<file path="src/rtl/uart_cmd_decoder_pkg.sv">
// Opcode constants, decoder state encoding and small helpers
// shared by the UART command decoder and its bench.
package uart_cmd_pkg;

    localparam logic [7:0] CMD_WR_MEM_ACCESS_COUNT  = 8'hA0;
    localparam logic [7:0] CMD_RD_MEM_ACCESS_COUNT  = 8'hA1;
    localparam logic [7:0] CMD_WR_MEM_ACCESS_ADDR_0 = 8'hB0;
    localparam logic [7:0] CMD_WR_MEM_ACCESS_ADDR_1 = 8'hB1;
    localparam logic [7:0] CMD_WR_MEM_ACCESS_ADDR_2 = 8'hB2;
    localparam logic [7:0] CMD_WR_MEM_ACCESS_ADDR_3 = 8'hB3;
    localparam logic [7:0] CMD_RD_MEM_ACCESS_ADDR_0 = 8'hC0;
    localparam logic [7:0] CMD_RD_MEM_ACCESS_ADDR_1 = 8'hC1;
    localparam logic [7:0] CMD_RD_MEM_ACCESS_ADDR_2 = 8'hC2;
    localparam logic [7:0] CMD_RD_MEM_ACCESS_ADDR_3 = 8'hC3;
    localparam logic [7:0] CMD_DO_MEM_WRITE         = 8'hD0;
    localparam logic [7:0] CMD_DO_MEM_READ          = 8'hD1;

    typedef enum logic [1:0] {
        ST_IDLE,
        ST_WAIT_ARG,
        ST_RESPOND
    } state_t;

    function automatic logic [7:0] addr_byte(
        input logic [31:0] addr,
        input logic [1:0]  idx
    );
        return addr[{idx, 3'b000} +: 8];
    endfunction

endpackage

</file>
<file path="src/rtl/uart_cmd_decoder_if.sv">
// Byte stream handshake between the UART RX/TX path and the decoder.
interface uart_cmd_decoder_if;

    logic       rx_valid;
    logic [7:0] rx_data;
    logic       tx_valid;
    logic       tx_ready;
    logic [7:0] tx_data;

    modport slave (
        input  rx_valid,
        input  rx_data,
        input  tx_ready,
        output tx_valid,
        output tx_data
    );

    modport master (
        output rx_valid,
        output rx_data,
        output tx_ready,
        input  tx_valid,
        input  tx_data
    );

endinterface

</file>
<file path="src/rtl/uart_cmd_decoder.sv">
// Register-access command decoder between UART RX and TX:
// owns the count/address registers and queues one reply byte.
module uart_cmd_decoder
    import uart_cmd_pkg::*;
#(
    parameter bit          ACK_WRITES  = 1'b0,
    parameter logic [7:0]  COUNT_RESET = 8'h00,
    parameter logic [31:0] ADDR_RESET  = 32'h0
) (
    input  logic                clk,
    input  logic                reset,
    uart_cmd_decoder_if.slave   bus,
    output logic [7:0]          mem_access_count,
    output logic [31:0]         mem_access_addr,
    output logic                mem_wr_start,
    output logic                mem_rd_start,
    output logic                cmd_error,
    output logic                rx_overrun
);

    state_t      state_q, state_d;
    logic [7:0]  target_q, target_d;
    logic [7:0]  tx_data_q, tx_data_d;
    logic        tx_valid_q;
    logic [7:0]  count_q, count_d;
    logic [31:0] addr_q, addr_d;
    logic        wr_q, wr_d;
    logic        rd_q, rd_d;
    logic        err_q, err_d;
    logic        ovr_q, ovr_d;

    always_comb begin
        state_d   = state_q;
        target_d  = target_q;
        tx_data_d = tx_data_q;
        count_d   = count_q;
        addr_d    = addr_q;
        wr_d      = 1'b0;
        rd_d      = 1'b0;
        err_d     = 1'b0;
        ovr_d     = 1'b0;
        unique case (state_q)
            ST_IDLE: begin
                if (bus.rx_valid) begin
                    case (bus.rx_data)
                        CMD_WR_MEM_ACCESS_COUNT,
                        CMD_WR_MEM_ACCESS_ADDR_0,
                        CMD_WR_MEM_ACCESS_ADDR_1,
                        CMD_WR_MEM_ACCESS_ADDR_2,
                        CMD_WR_MEM_ACCESS_ADDR_3: begin
                            target_d = bus.rx_data;
                            state_d  = ST_WAIT_ARG;
                        end
                        CMD_RD_MEM_ACCESS_COUNT: begin
                            tx_data_d = count_q;
                            state_d   = ST_RESPOND;
                        end
                        CMD_RD_MEM_ACCESS_ADDR_0,
                        CMD_RD_MEM_ACCESS_ADDR_1,
                        CMD_RD_MEM_ACCESS_ADDR_2,
                        CMD_RD_MEM_ACCESS_ADDR_3: begin
                            tx_data_d = addr_byte(addr_q, bus.rx_data[1:0]);
                            state_d   = ST_RESPOND;
                        end
                        CMD_DO_MEM_WRITE: wr_d  = 1'b1;
                        CMD_DO_MEM_READ:  rd_d  = 1'b1;
                        default:          err_d = 1'b1;
                    endcase
                end
            end
            ST_WAIT_ARG: begin
                // The argument is raw data, never an opcode.
                if (bus.rx_valid) begin
                    if (target_q == CMD_WR_MEM_ACCESS_COUNT) begin
                        count_d = bus.rx_data;
                    end else begin
                        addr_d[{target_q[1:0], 3'b000} +: 8] = bus.rx_data;
                    end
                    if (ACK_WRITES) begin
                        tx_data_d = target_q;
                        state_d   = ST_RESPOND;
                    end else begin
                        state_d = ST_IDLE;
                    end
                end
            end
            ST_RESPOND: begin
                if (bus.rx_valid) begin
                    ovr_d = 1'b1;
                end
                if (bus.tx_ready) begin
                    state_d = ST_IDLE;
                end
            end
            default: state_d = ST_IDLE;
        endcase
    end

    always_ff @(posedge clk) begin
        if (reset) begin
            state_q    <= ST_IDLE;
            target_q   <= CMD_WR_MEM_ACCESS_COUNT;
            tx_data_q  <= 8'h00;
            tx_valid_q <= 1'b0;
            count_q    <= COUNT_RESET;
            addr_q     <= ADDR_RESET;
            wr_q       <= 1'b0;
            rd_q       <= 1'b0;
            err_q      <= 1'b0;
            ovr_q      <= 1'b0;
        end else begin
            state_q    <= state_d;
            target_q   <= target_d;
            tx_data_q  <= tx_data_d;
            tx_valid_q <= (state_d == ST_RESPOND);
            count_q    <= count_d;
            addr_q     <= addr_d;
            wr_q       <= wr_d;
            rd_q       <= rd_d;
            err_q      <= err_d;
            ovr_q      <= ovr_d;
        end
    end

    assign bus.tx_valid      = tx_valid_q;
    assign bus.tx_data       = tx_data_q;
    assign mem_access_count  = count_q;
    assign mem_access_addr   = addr_q;
    assign mem_wr_start      = wr_q;
    assign mem_rd_start      = rd_q;
    assign cmd_error         = err_q;
    assign rx_overrun        = ovr_q;

endmodule

</file>
<file path="src/flat_wrapper.sv">
// flat-port wrapper written by rule: the top's interface ports become plain ports
module uart_cmd_decoder_flat import uart_cmd_pkg::*;
#(
    parameter bit          ACK_WRITES  = 1'b0,
    parameter logic [7:0]  COUNT_RESET = 8'h00,
    parameter logic [31:0] ADDR_RESET  = 32'h0
)
  (clk, reset, mem_access_count, mem_access_addr, mem_wr_start, mem_rd_start, cmd_error, rx_overrun, bus_rx_valid, bus_rx_data, bus_tx_ready, bus_tx_valid, bus_tx_data);
  uart_cmd_decoder_if bus_i ();
  input  logic clk;
  input  logic reset;
  output logic [7:0] mem_access_count;
  output logic [31:0] mem_access_addr;
  output logic mem_wr_start;
  output logic mem_rd_start;
  output logic cmd_error;
  output logic rx_overrun;
  input wire logic [$bits(bus_i.rx_valid)-1:0] bus_rx_valid;
  input wire logic [$bits(bus_i.rx_data)-1:0] bus_rx_data;
  input wire logic [$bits(bus_i.tx_ready)-1:0] bus_tx_ready;
  output wire logic [$bits(bus_i.tx_valid)-1:0] bus_tx_valid;
  output wire logic [$bits(bus_i.tx_data)-1:0] bus_tx_data;
  assign bus_i.rx_valid = bus_rx_valid;
  assign bus_i.rx_data = bus_rx_data;
  assign bus_i.tx_ready = bus_tx_ready;
  assign bus_tx_valid = bus_i.tx_valid;
  assign bus_tx_data = bus_i.tx_data;
  uart_cmd_decoder #(.ACK_WRITES(ACK_WRITES), .COUNT_RESET(COUNT_RESET), .ADDR_RESET(ADDR_RESET)) u_core (.clk(clk), .reset(reset), .bus(bus_i), .mem_access_count(mem_access_count), .mem_access_addr(mem_access_addr), .mem_wr_start(mem_wr_start), .mem_rd_start(mem_rd_start), .cmd_error(cmd_error), .rx_overrun(rx_overrun));
endmodule
</file>
<file path="config.mk">
export PLATFORM = sky130hd
export DESIGN_NAME = uart_cmd_decoder_flat
export DESIGN_NICKNAME = d
export VERILOG_FILES = /design/src/rtl/uart_cmd_decoder_pkg.sv /design/src/rtl/uart_cmd_decoder_if.sv /design/src/rtl/uart_cmd_decoder.sv /design/src/flat_wrapper.sv
export SDC_FILE = /design/constraint.sdc
export NUM_CORES = 1
export LEC_CHECK = 0
export ABC_CLOCK_PERIOD_IN_PS = 2200
export BUFFER_PORTS_ARGS = -buffer_cell sky130_fd_sc_hd__clkbuf_2
export CAP_MARGIN = 30
export CELL_PAD_IN_SITES_DETAIL_PLACEMENT = 0
export CELL_PAD_IN_SITES_GLOBAL_PLACEMENT = 1
export CORE_ASPECT_RATIO = 1.5
export CORE_MARGIN = 3
export CORE_UTILIZATION = 28
export CTS_CLUSTER_SIZE = 8
export DETAILED_ROUTE_END_ITERATION = 10
export PLACE_DENSITY_LB_ADDON = 0.2
export SLEW_MARGIN = 40
export SYNTH_ARGS = -nofsm -noshare
export SYNTH_HDL_FRONTEND = slang
export SYNTH_SLANG_ARGS = --single-unit
</file>
<file path="constraint.sdc">
create_clock -name clk -period 2.2 [get_ports clk]
set_input_delay 0.33 -clock clk [delete_from_list [all_inputs] [get_ports clk]]
set_output_delay 0.33 -clock clk [all_outputs]
set_load 0.02 [all_outputs]
</file>
==> results of run 1 <==
## worst max path at each step
stage	from	endpoint	slack, ns	depth (start not counted)
after floorplan	u_core.target_q[0]$_SDFFE_PP0P_	u_core.mem_access_addr[24]$_SDFFE_PP0P_	0.37	6
after detailed placement	bus_rx_data[3]	u_core.bus.tx_data[1]$_SDFFE_PP0P_	0.25	5
after CTS	u_core.target_q[0]$_SDFFE_PP0P_	u_core.mem_access_addr[12]$_SDFFE_PP0P_	0.24	7
final	u_core.target_q[0]$_SDFFE_PP0P_	u_core.mem_access_addr[12]$_SDFFE_PP0P_	0.22	7
after global routing	u_core.target_q[0]$_SDFFE_PP0P_	u_core.mem_access_count[5]$_SDFFE_PP0P_	0.003	7
after global placement	u_core.target_q[0]$_SDFFE_PP0P_	u_core.mem_access_addr[26]$_SDFFE_PP0P_	0.25	7
## metrics by stage
stage,util,cells,total power [W]
floorplan,-,288,0.00126
global placement,0.335,459,0.00130
detailed placement,0.335,459,0.00130
CTS,0.369,475,0.00293
global route,0.369,475,0.00299
finish,0.369,475,0.00289
## power by group
part	total [W]	switching, W	internal, W	leakage [nW]
Combinational	0.000125	0.0000792	0.0000459	0.752
Clock	0.00162	0.000515	0.00110	0.166
Sequential	0.00115	0.00000198	0.00114	0.508
## metal layers
layer | wire length (um) | vias up | track usage
met1 | 3710 | 1144 | 0.188
met2 | 4690 | 60 | 0.277
met3 | 389 | 7 | 0.0521
met5 | 0 | - | 0
met4 | 107 | 0 | 0.0552
li1 | - | 1184 | -
## cells in the mapped netlist (2+ instances only)
cell type	n	share of area
nand4_1	2	0.0043
buf_2	6	0.010
inv_1	4	0.0052
a311oi_1	7	0.021
o31ai_1	21	0.054
or3_1	6	0.013
nand3b_1	22	0.057
mux4_2	8	0.062
a211oi_1	3	0.0078
clkbuf_1	8	0.010
nand2b_1	12	0.026
nand2_1	28	0.036
nor2_1	22	0.028
o211ai_1	4	0.010
nor3b_1	5	0.013
and2_1	3	0.0065
dfxtp_1	63	0.43
a21oi_1	12	0.021
buf_6	5	0.019
nand3_1	9	0.016
nor2b_1	2	0.0043
mux2i_1	11	0.038
ha_1	5	0.022
## logic make-up (layout without fill, tap and decap cells)
logic type | Yosys count | count (layout) | synth area share
buf+inv | 27 | 99 | 0.0642
fa+ha+maj | 5 | 5 | 0.0216
mux | 19 | 19 | 0.100
flops | 63 | 63 | 0.434
simple gates | 121 | 121 | 0.239
xor+xnor | 1 | 1 | 0.00302
compound gates | 52 | 52 | 0.138
## sequential cells by signal, indices dropped and copies added, names as in the netlist
signal                   flops
u_core.mem_access_addr      32
u_core.cmd_error             1
u_core.mem_wr_start          1
u_core.target_q              8
u_core.bus.tx_data           8
u_core.rx_overrun            1
u_core.mem_rd_start          1
u_core.state_q               2
u_core.bus.tx_valid          1
u_core.mem_access_count      8
## final cells by class
class | count | area (sq um)
Fill cell | 1020 | 6250
Multi-Input combinational cell | 198 | 1460
Sequential cell | 63 | 1260
Timing Repair Buffer | 79 | 445
Clock buffer | 10 | 229
Tap cell | 115 | 144
Clock inverter | 6 | 109
Inverter | 4 | 15.0
## worst max-delay path: cells and delay by family (launching register included)
kind,cells,cell delay (ns)
fa+ha+maj,1,0.24
flops,1,0.38
buf+inv,2,0.43
simple gates,2,0.37
compound gates,2,0.46
==> flow_metrics.tcl, run 1 <==
set metrics [dict create \
    die-area_sq_mm 0.0116 \
    dp_slack_ns 0.246 \
    r2r_start "u_core.target_q[0]$_SDFFE_PP0P_" \
    worstPathArrival_ns 2.21 \
    synthFlopType "dfxtp_1" \
    leakagePower_nw 1.43 \
    hpwl_um 6570 \
    tightest_slew_ns 0.463 \
    r2r-end "u_core.mem_access_addr[12]$_SDFFE_PP0P_" \
    cts_buffers 9 \
    cts_buffer_depth 2 \
    fin_crit_ns 1.98 \
    setup_tns_ns 0 \
    max_freq_ghz 0.506 \
    r2r_setup_slack_ns 0.22 \
    crit_type "flip-flop to flip-flop" \
    slew_viol_final 0 \
    fin_area_sq_mm 0.00366 \
    clock-root-buffer "clkbuf_16" \
    min_from "bus_rx_data[7]" \
    post_cts_resize_count 0 \
    cts_tree "yes" \
    cp_max_fo 14 \
    timing.hold.ws_ns 0.328 \
    coreArea_sq_mm 0.00991 \
    grt_first_pass_wirelength_um 13600 \
    syn_area_per_cell_sq_um 10.1 \
    synth_fp_nets 305 \
    route.detailed.drc 0 \
    hold_viol 0 \
    setup_ws_ns 0.224 \
    critPathRequiredTime_ns 2.44 \
    fp-row-count 44 \
    drt_iter0_markers 155 \
    hp-class "input pin to flip-flop" \
    postSynthCellCount 288 \
    synthDistinctLibCells 43 \
    setup_viol 0 \
    run_status "completed" \
    clk_pin_slew_ns 0.06 \
    die_y_um 131 \
    ios 65 \
    ir_drop_v 0.000403 \
    seq_area_frac_synth 0.434 \
    dr.pass1.iters 4 \
    synth_edf_count 0 \
    grt_max_degree 66 \
    final_cell_mix "64 x clkbuf_2, 63 x dfxtp_1, 28 x nand2_1, 22 x nor2_1, 22 x nand3b_1" \
    routedWlPerCell_um 18.7 \
    numPortBuffers 64 \
    hold_buffers 0 \
    placed_area_sq_mm 0.00332 \
    grt_remaining_overflow 0 \
    die_w_um 89.1 \
    start_kind "flip-flop" \
    cts_setup_buffers 0 \
    clock_skew_ns 0.00499 \
    hold_depth 3 \
    final_net_count 372 \
    cpMaxStageDelayCell "dfxtp_1" \
    path_cells "inv_1 > ha_1 > nand4b_1 > o211ai_1 > buf_4 > nand3b_1 > o31ai_1" \
    viasPerCell 5.04 \
    rsz0062_at_grt "false" \
    relSlewSlack 0.690 \
    n_antenna_cell 0 \
    ys_async_sr_fraction 0 \
    grt_pass1_vias 2358 \
    antenna_found_initial 0 \
    grt_util_all_layers 0.162 \
    synth-seq-cells 63 \
    gp_congestion 0.763 \
    layout_commonest_cell "clkbuf_2" \
    route.vias.total 2395 \
    hold-path-endpoint "u_core.mem_access_addr[23]$_SDFFE_PP0P_" \
    power_density_mw_per_mm2 790 \
    period_share 0.898 \
    synth_warnings 0 \
    cp_slowest_stage_delay_ns 0.38 \
    max_cap_violations 0 \
    layout-drive-gt1-share 0.303 \
    clk_latency_ns 0.33 \
    mappedNetlistArea_sq_mm 0.00290 \
    ant_nets 0 \
    rr_worst_depth 7 \
    htree_levels 3 \
    syn_to_final_growth_pct 26.0 \
    wl_um 8900 \
    cp-end-kind "flip-flop" \
    cts.sinks 63 \
    start_util 0.293 \
]
No activity file was read; power rests on OpenSTA's default activity.
==> inputs of run 2 (changes only) <==
Settings changed: RECOVER_POWER set to 25.
==> run 2 against run 1 <==
Net effect:
- flip-flop and latch count is the same
- final cell count is the same
- utilization shrank 0.34 points
- sequential power is essentially flat
- design area shrank 0.92%
- global-route usage is the same
- die area is the same
- combinational power is essentially flat
- critical endpoint unchanged
==> flow_metrics.tcl, run 2 (synthesized netlist as in run 1, its figures left out) <==
set metrics [dict create \
    post_cts_resize_count 0 \
    largest_register_ffs 32 \
    worstPathArrival_ns 2.22 \
    drt_iter0_markers 146 \
    setup_viol 0 \
    ir_drop_v 0.000405 \
    dr.pass1.iters 4 \
    cp-end-kind "flip-flop" \
    p_clk_frac 0.560 \
    period_share 0.903 \
    max_freq_ghz 0.503 \
    hpwl_um 6570 \
    cts_buffers 9 \
    slew_viol_final 0 \
    setup_tns_ns 0 \
    power_density_mw_per_mm2 797 \
    grt_remaining_overflow 0 \
    hold_buffers 0 \
    clk_latency_ns 0.33 \
    layout-drive-gt1-share 0.228 \
    n_antenna_cell 0 \
    path_cells "inv_1 > ha_1 > nand4b_1 > o211ai_1 > buf_4 > nand3b_1 > o31ai_1" \
    cp_slowest_stage_delay_ns 0.39 \
    rsz0062_at_grt "false" \
    layout_commonest_cell "dfxtp_1" \
    die_y_um 131 \
    htree_levels 3 \
    fillerInstances 1034 \
    routedWlPerCell_um 18.7 \
    grt_first_pass_wirelength_um 13600 \
    final_net_count 372 \
    power_switching_w 0.000595 \
    antenna_found_initial 0 \
    wl_um 8880 \
    cts_setup_buffers 0 \
    max_cap_violations 0 \
    fin_total_pwr_w 0.00289 \
    grt_pass1_vias 2358 \
    route.detailed.drc 0 \
    fin_area_sq_mm 0.00362 \
    start_kind "flip-flop" \
    swShare 0.206 \
    fp-row-count 44 \
    relSlewSlack 0.689 \
    grt_max_degree 66 \
    cts_buffer_depth 2 \
    regArea_sq_mm 0.00126 \
    cp_max_fo 14 \
    clk_pin_slew_ns 0.06 \
    die_w_um 89.1 \
    placed_area_sq_mm 0.00332 \
    final_util 0.366 \
    coreArea_sq_mm 0.00991 \
    clock-root-buffer "clkbuf_16" \
    numPortBuffers 64 \
    pwr-share-seq 0.397 \
    ant_nets 0 \
    run_status "completed" \
    multi_input_area_sq_mm 0.00146 \
    pwr-share-comb 0.043 \
    hp-class "input pin to flip-flop" \
    start_util 0.293 \
    syn_to_final_growth_pct 24.9 \
    clock_skew_ns 0.00499 \
    p_int_w 0.00229 \
    die-area_sq_mm 0.0116 \
    cts.sinks 63 \
    grt_util_all_layers 0.162 \
    final_cell_mix "63 x dfxtp_1, 37 x clkbuf_2, 28 x nand2_1, 28 x clkbuf_1" \
    hold_viol 0 \
    viasPerCell 5.06 \
    gp_congestion 0.763 \
    fin_crit_ns 1.99 \
    route.vias.total 2403 \
    crit_type "flip-flop to flip-flop" \
    cts_tree "yes" \
    leakagePower_nw 1.33 \
    tightest_slew_ns 0.463 \
    cpMaxStageDelayCell "o211ai_1" \
    critPathRequiredTime_ns 2.44 \
    ios 65 \
]
-- run 2: changes by cell type in the layout (fill, tap and decap cells not counted) --
cell and delta:
clkbuf_1 +27, clkbuf_2 -27
-- run 2: path summary, 6_finish.rpt --
kind | start | cells past startpoint | endpoint | slack (ns)
min reg2reg | u_core.target_q[7]$_SDFFE_PP1P_ | 1 | u_core.target_q[7]$_SDFFE_PP1P_ | 0.44
max reg2reg | u_core.target_q[0]$_SDFFE_PP0P_ | 7 | u_core.mem_access_addr[12]$_SDFFE_PP0P_ | 0.21
max | u_core.target_q[0]$_SDFFE_PP0P_ | 7 | u_core.mem_access_addr[12]$_SDFFE_PP0P_ | 0.21
min | bus_rx_data[7] | 3 | u_core.mem_access_addr[23]$_SDFFE_PP0P_ | 0.33
-- run 2: layout make-up --
cell class	count	share of cell area
clock buffer	10	0.0632
multi-input combinational	198	0.401
inverter	4	0.00414
timing repair buffer	79	0.114
sequential	63	0.348
clock inverter	6	0.0300
tap	115	0.0397
-- run 2: critical path: cells and delay by family, from the launching register on --
family	cells	cell delay, ns
simple gates	2	0.37
flops	1	0.38
fa+ha+maj	1	0.24
buf+inv	2	0.43
compound gates	2	0.47
-- run 2: power groups by stage --
stage | clock network, W | logic [W] | registers [W]
after floorplan | 0 | 0.0000864 | 0.00117
final | 0.00162 | 0.000124 | 0.00115
after global routing | 0.00171 | 0.000134 | 0.00115
after global placement | 0 | 0.000127 | 0.00117
after CTS | 0.00166 | 0.000127 | 0.00115
after detailed placement | 0 | 0.000126 | 0.00117
-- run 2: stage by stage --
| stage | instances | hold WS (ns) | worst slack [ns] |
|---|---|---|---|
| floorplan | 288 | 0.411 | 0.375 |
| global placement | 459 | 0.424 | 0.246 |
| detailed placement | 459 | 0.432 | 0.246 |
| CTS | 475 | 0.305 | 0.237 |
| global route | 475 | 0.329 | 0.00260 |
| finish | 475 | 0.329 | 0.214 |
-- run 2: layer usage --
layer	global-route usage	vias up	share of wire
li1	-	1181	-
met1	0.188	1148	0.42
met2	0.277	65	0.52
met3	0.0521	9	0.046
met4	0.0552	0	0.016
met5	0	-	0
==> inputs of run 3 (changes only) <==
Settings changed: ABC_CLOCK_PERIOD_IN_PS 2200 to 2300, GPL_TIMING_DRIVEN set to 0.
Clock period 2.2 ns to 2.3 ns, I/O delays scaled along.
==> run 3 against run 2 <==
Net effect:
- flip-flop and latch count unchanged
- die area unchanged
- largest power group unchanged
- combinational power increased by 6%
- wire length increased by 10%
==> flow_metrics.tcl, run 3 (synthesized netlist as in run 1, its figures left out) <==
set metrics [dict create \
    final_util 0.373 \
    ios 65 \
    route.vias.total 2525 \
    fp-row-count 44 \
    clk_pin_slew_ns 0.05 \
    gp_congestion 0.826 \
    wl_um 9810 \
    grt_util_all_layers 0.176 \
    die_w_um 89.1 \
    crit_family "simple AND/OR/NAND/NOR gates" \
    power_density_mw_per_mm2 766 \
    start_util 0.293 \
    pwr-share-seq 0.387 \
    cpMaxStageDelayCell "dfxtp_2" \
    grt_pass1_vias 2522 \
    syn_to_final_growth_pct 27.5 \
    rsz0062_at_grt "false" \
    crit_type "flip-flop to flip-flop" \
    largest_register_ffs 32 \
    hpwl_um 7080 \
    final_cell_mix "62 x dfxtp_1, 38 x clkbuf_1, 34 x clkbuf_2, 28 x nand2_1" \
    run_status "completed" \
    cp_common_cell "or3_1" \
    clk_latency_ns 0.34 \
    leakagePower_nw 1.35 \
    max_freq_ghz 0.493 \
    fillerInstances 1066 \
    route.detailed.drc 0 \
    slew_viol_final 0 \
    drt_iter0_markers 125 \
    numPortBuffers 61 \
    p_clk_frac 0.567 \
    gr-usage-met2 0.312 \
    clock-root-buffer "clkbuf_16" \
    busiest_layer "met2" \
    ir_drop_v 0.000361 \
    grt_remaining_overflow 0 \
    cts_buffers 9 \
    cts_tree "yes" \
    fin_crit_ns 2.03 \
    path_cells "inv_1 > ha_1 > or3_1 > buf_1 > or3_1 > a21oi_1" \
    dp.cells 464 \
    die-area_sq_mm 0.0116 \
    power_switching_w 0.000578 \
    cts.sinks 63 \
    cp_slowest_stage_delay_ns 0.40 \
    hold_viol 0 \
    critical_path_buf_inv_count 2 \
    start_kind "flip-flop" \
    cts_buffer_depth 2 \
    die_y_um 131 \
    grtUsageMet3 0.0320 \
    swShare 0.204 \
    period_share 0.881 \
    critPathRequiredTime_ns 2.56 \
    setup_viol 0 \
    pwr-share-comb 0.046 \
    htree_levels 3 \
    final_net_count 382 \
    cp_max_fo 8 \
    relSlewSlack 0.567 \
    layout_commonest_cell "dfxtp_1" \
    hold_buffers 0 \
    routedWlPerCell_um 20.3 \
    use_met1 0.204 \
    coreArea_sq_mm 0.00991 \
    worstPathArrival_ns 2.29 \
    tightest_slew_ns 0.649 \
    dr.pass1.iters 4 \
    grt_max_degree 11 \
    antenna_found_initial 0 \
    viasPerCell 5.22 \
    layoutNonFillerInstCount 484 \
    cp-end-kind "flip-flop" \
    ant_nets 0 \
    layout-drive-gt1-share 0.222 \
    p_int_w 0.00226 \
    hp-class "input pin to flip-flop" \
    n_antenna_cell 0 \
    grt_first_pass_wirelength_um 14800 \
    clock_skew_ns 0.00605 \
    max_cap_violations 0 \
]
==> run 3: cell types whose count changed in the layout (fill, tap and decap cells not counted), moves of 2 or more <==
cell | before | now
buf_6 | 0 | 4
clkinv_2 | 2 | 0
buf_4 | 14 | 5
clkbuf_1 | 28 | 38
clkbuf_2 | 37 | 34
clkbuf_8 | 0 | 3
buf_2 | 0 | 6
==> run 3: area by class of cell <==
class | instances | area, sq um | area share
sequential | 63 | 1260 | 0.341
tap | 115 | 144 | 0.0389
multi-input combinational | 198 | 1460 | 0.395
clock buffer | 12 | 256 | 0.0693
clock inverter | 3 | 90.1 | 0.0243
timing repair buffer | 66 | 308 | 0.0832
buffer | 23 | 164 | 0.0443
inverter | 4 | 15.0 | 0.00406
==> run 3: routing by layer <==
metal	share of wire	wire (um)
met4	0.023	228
met1	0.41	4030
met3	0.046	447
met5	0	0
met2	0.52	5100
==> run 3: final timing paths <==
kind	from	endpoint	slack, ns	cells past startpoint
min	reset	u_core.target_q[5]$_SDFFE_PP1P_	0.29	3
min reg2reg	u_core.target_q[7]$_SDFFE_PP1P_	u_core.target_q[7]$_SDFFE_PP1P_	0.45	1
max	u_core.target_q[0]$_SDFFE_PP0P_	u_core.mem_access_addr[24]$_SDFFE_PP0P_	0.27	6
max reg2reg	u_core.target_q[0]$_SDFFE_PP0P_	u_core.mem_access_addr[24]$_SDFFE_PP0P_	0.27	6
==> run 3: worst min-delay path: stages <==
cell and delay, ns:
clkbuf_2 0.09, nor2b_1 0.08, nand2b_1 0.07
==> run 3: power by group through the flow <==
stage	logic, W	registers [W]	clock network, W
after global placement	0.000135	0.00112	0
after floorplan	0.0000827	0.00112	0
after CTS	0.000135	0.00110	0.00164
after detailed placement	0.000135	0.00112	0
final	0.000131	0.00110	0.00161
after global routing	0.000141	0.00110	0.00167
==> run 3: per-stage QoR <==
| stage | worst slack, ns | power [W] | setup TNS [ns] | area (sq um) | hold WS (ns) |
|---|---|---|---|---|---|
| 4_1_cts | 0.153 | 0.00287 | 0 | 3730 | 0.283 |
| 3_5_place_dp | -0.119 | 0.00125 | -2.08 | 3360 | 0.438 |
| 2_1_floorplan | 0.475 | 0.00121 | 0 | 2900 | 0.411 |
| 5_1_grt | 0.0438 | 0.00291 | 0 | 3700 | 0.319 |
| 3_3_place_gp | -0.0961 | 0.00125 | -1.33 | 3350 | 0.426 |
| 6_report | 0.274 | 0.00283 | 0 | 3700 | 0.286 |
==> run 3: what timing repair did <==
action,in CTS,in global routing
pin swaps,3,1
buffers inserted,4,1
resized for setup,0,1
setup endpoints to repair,24,5
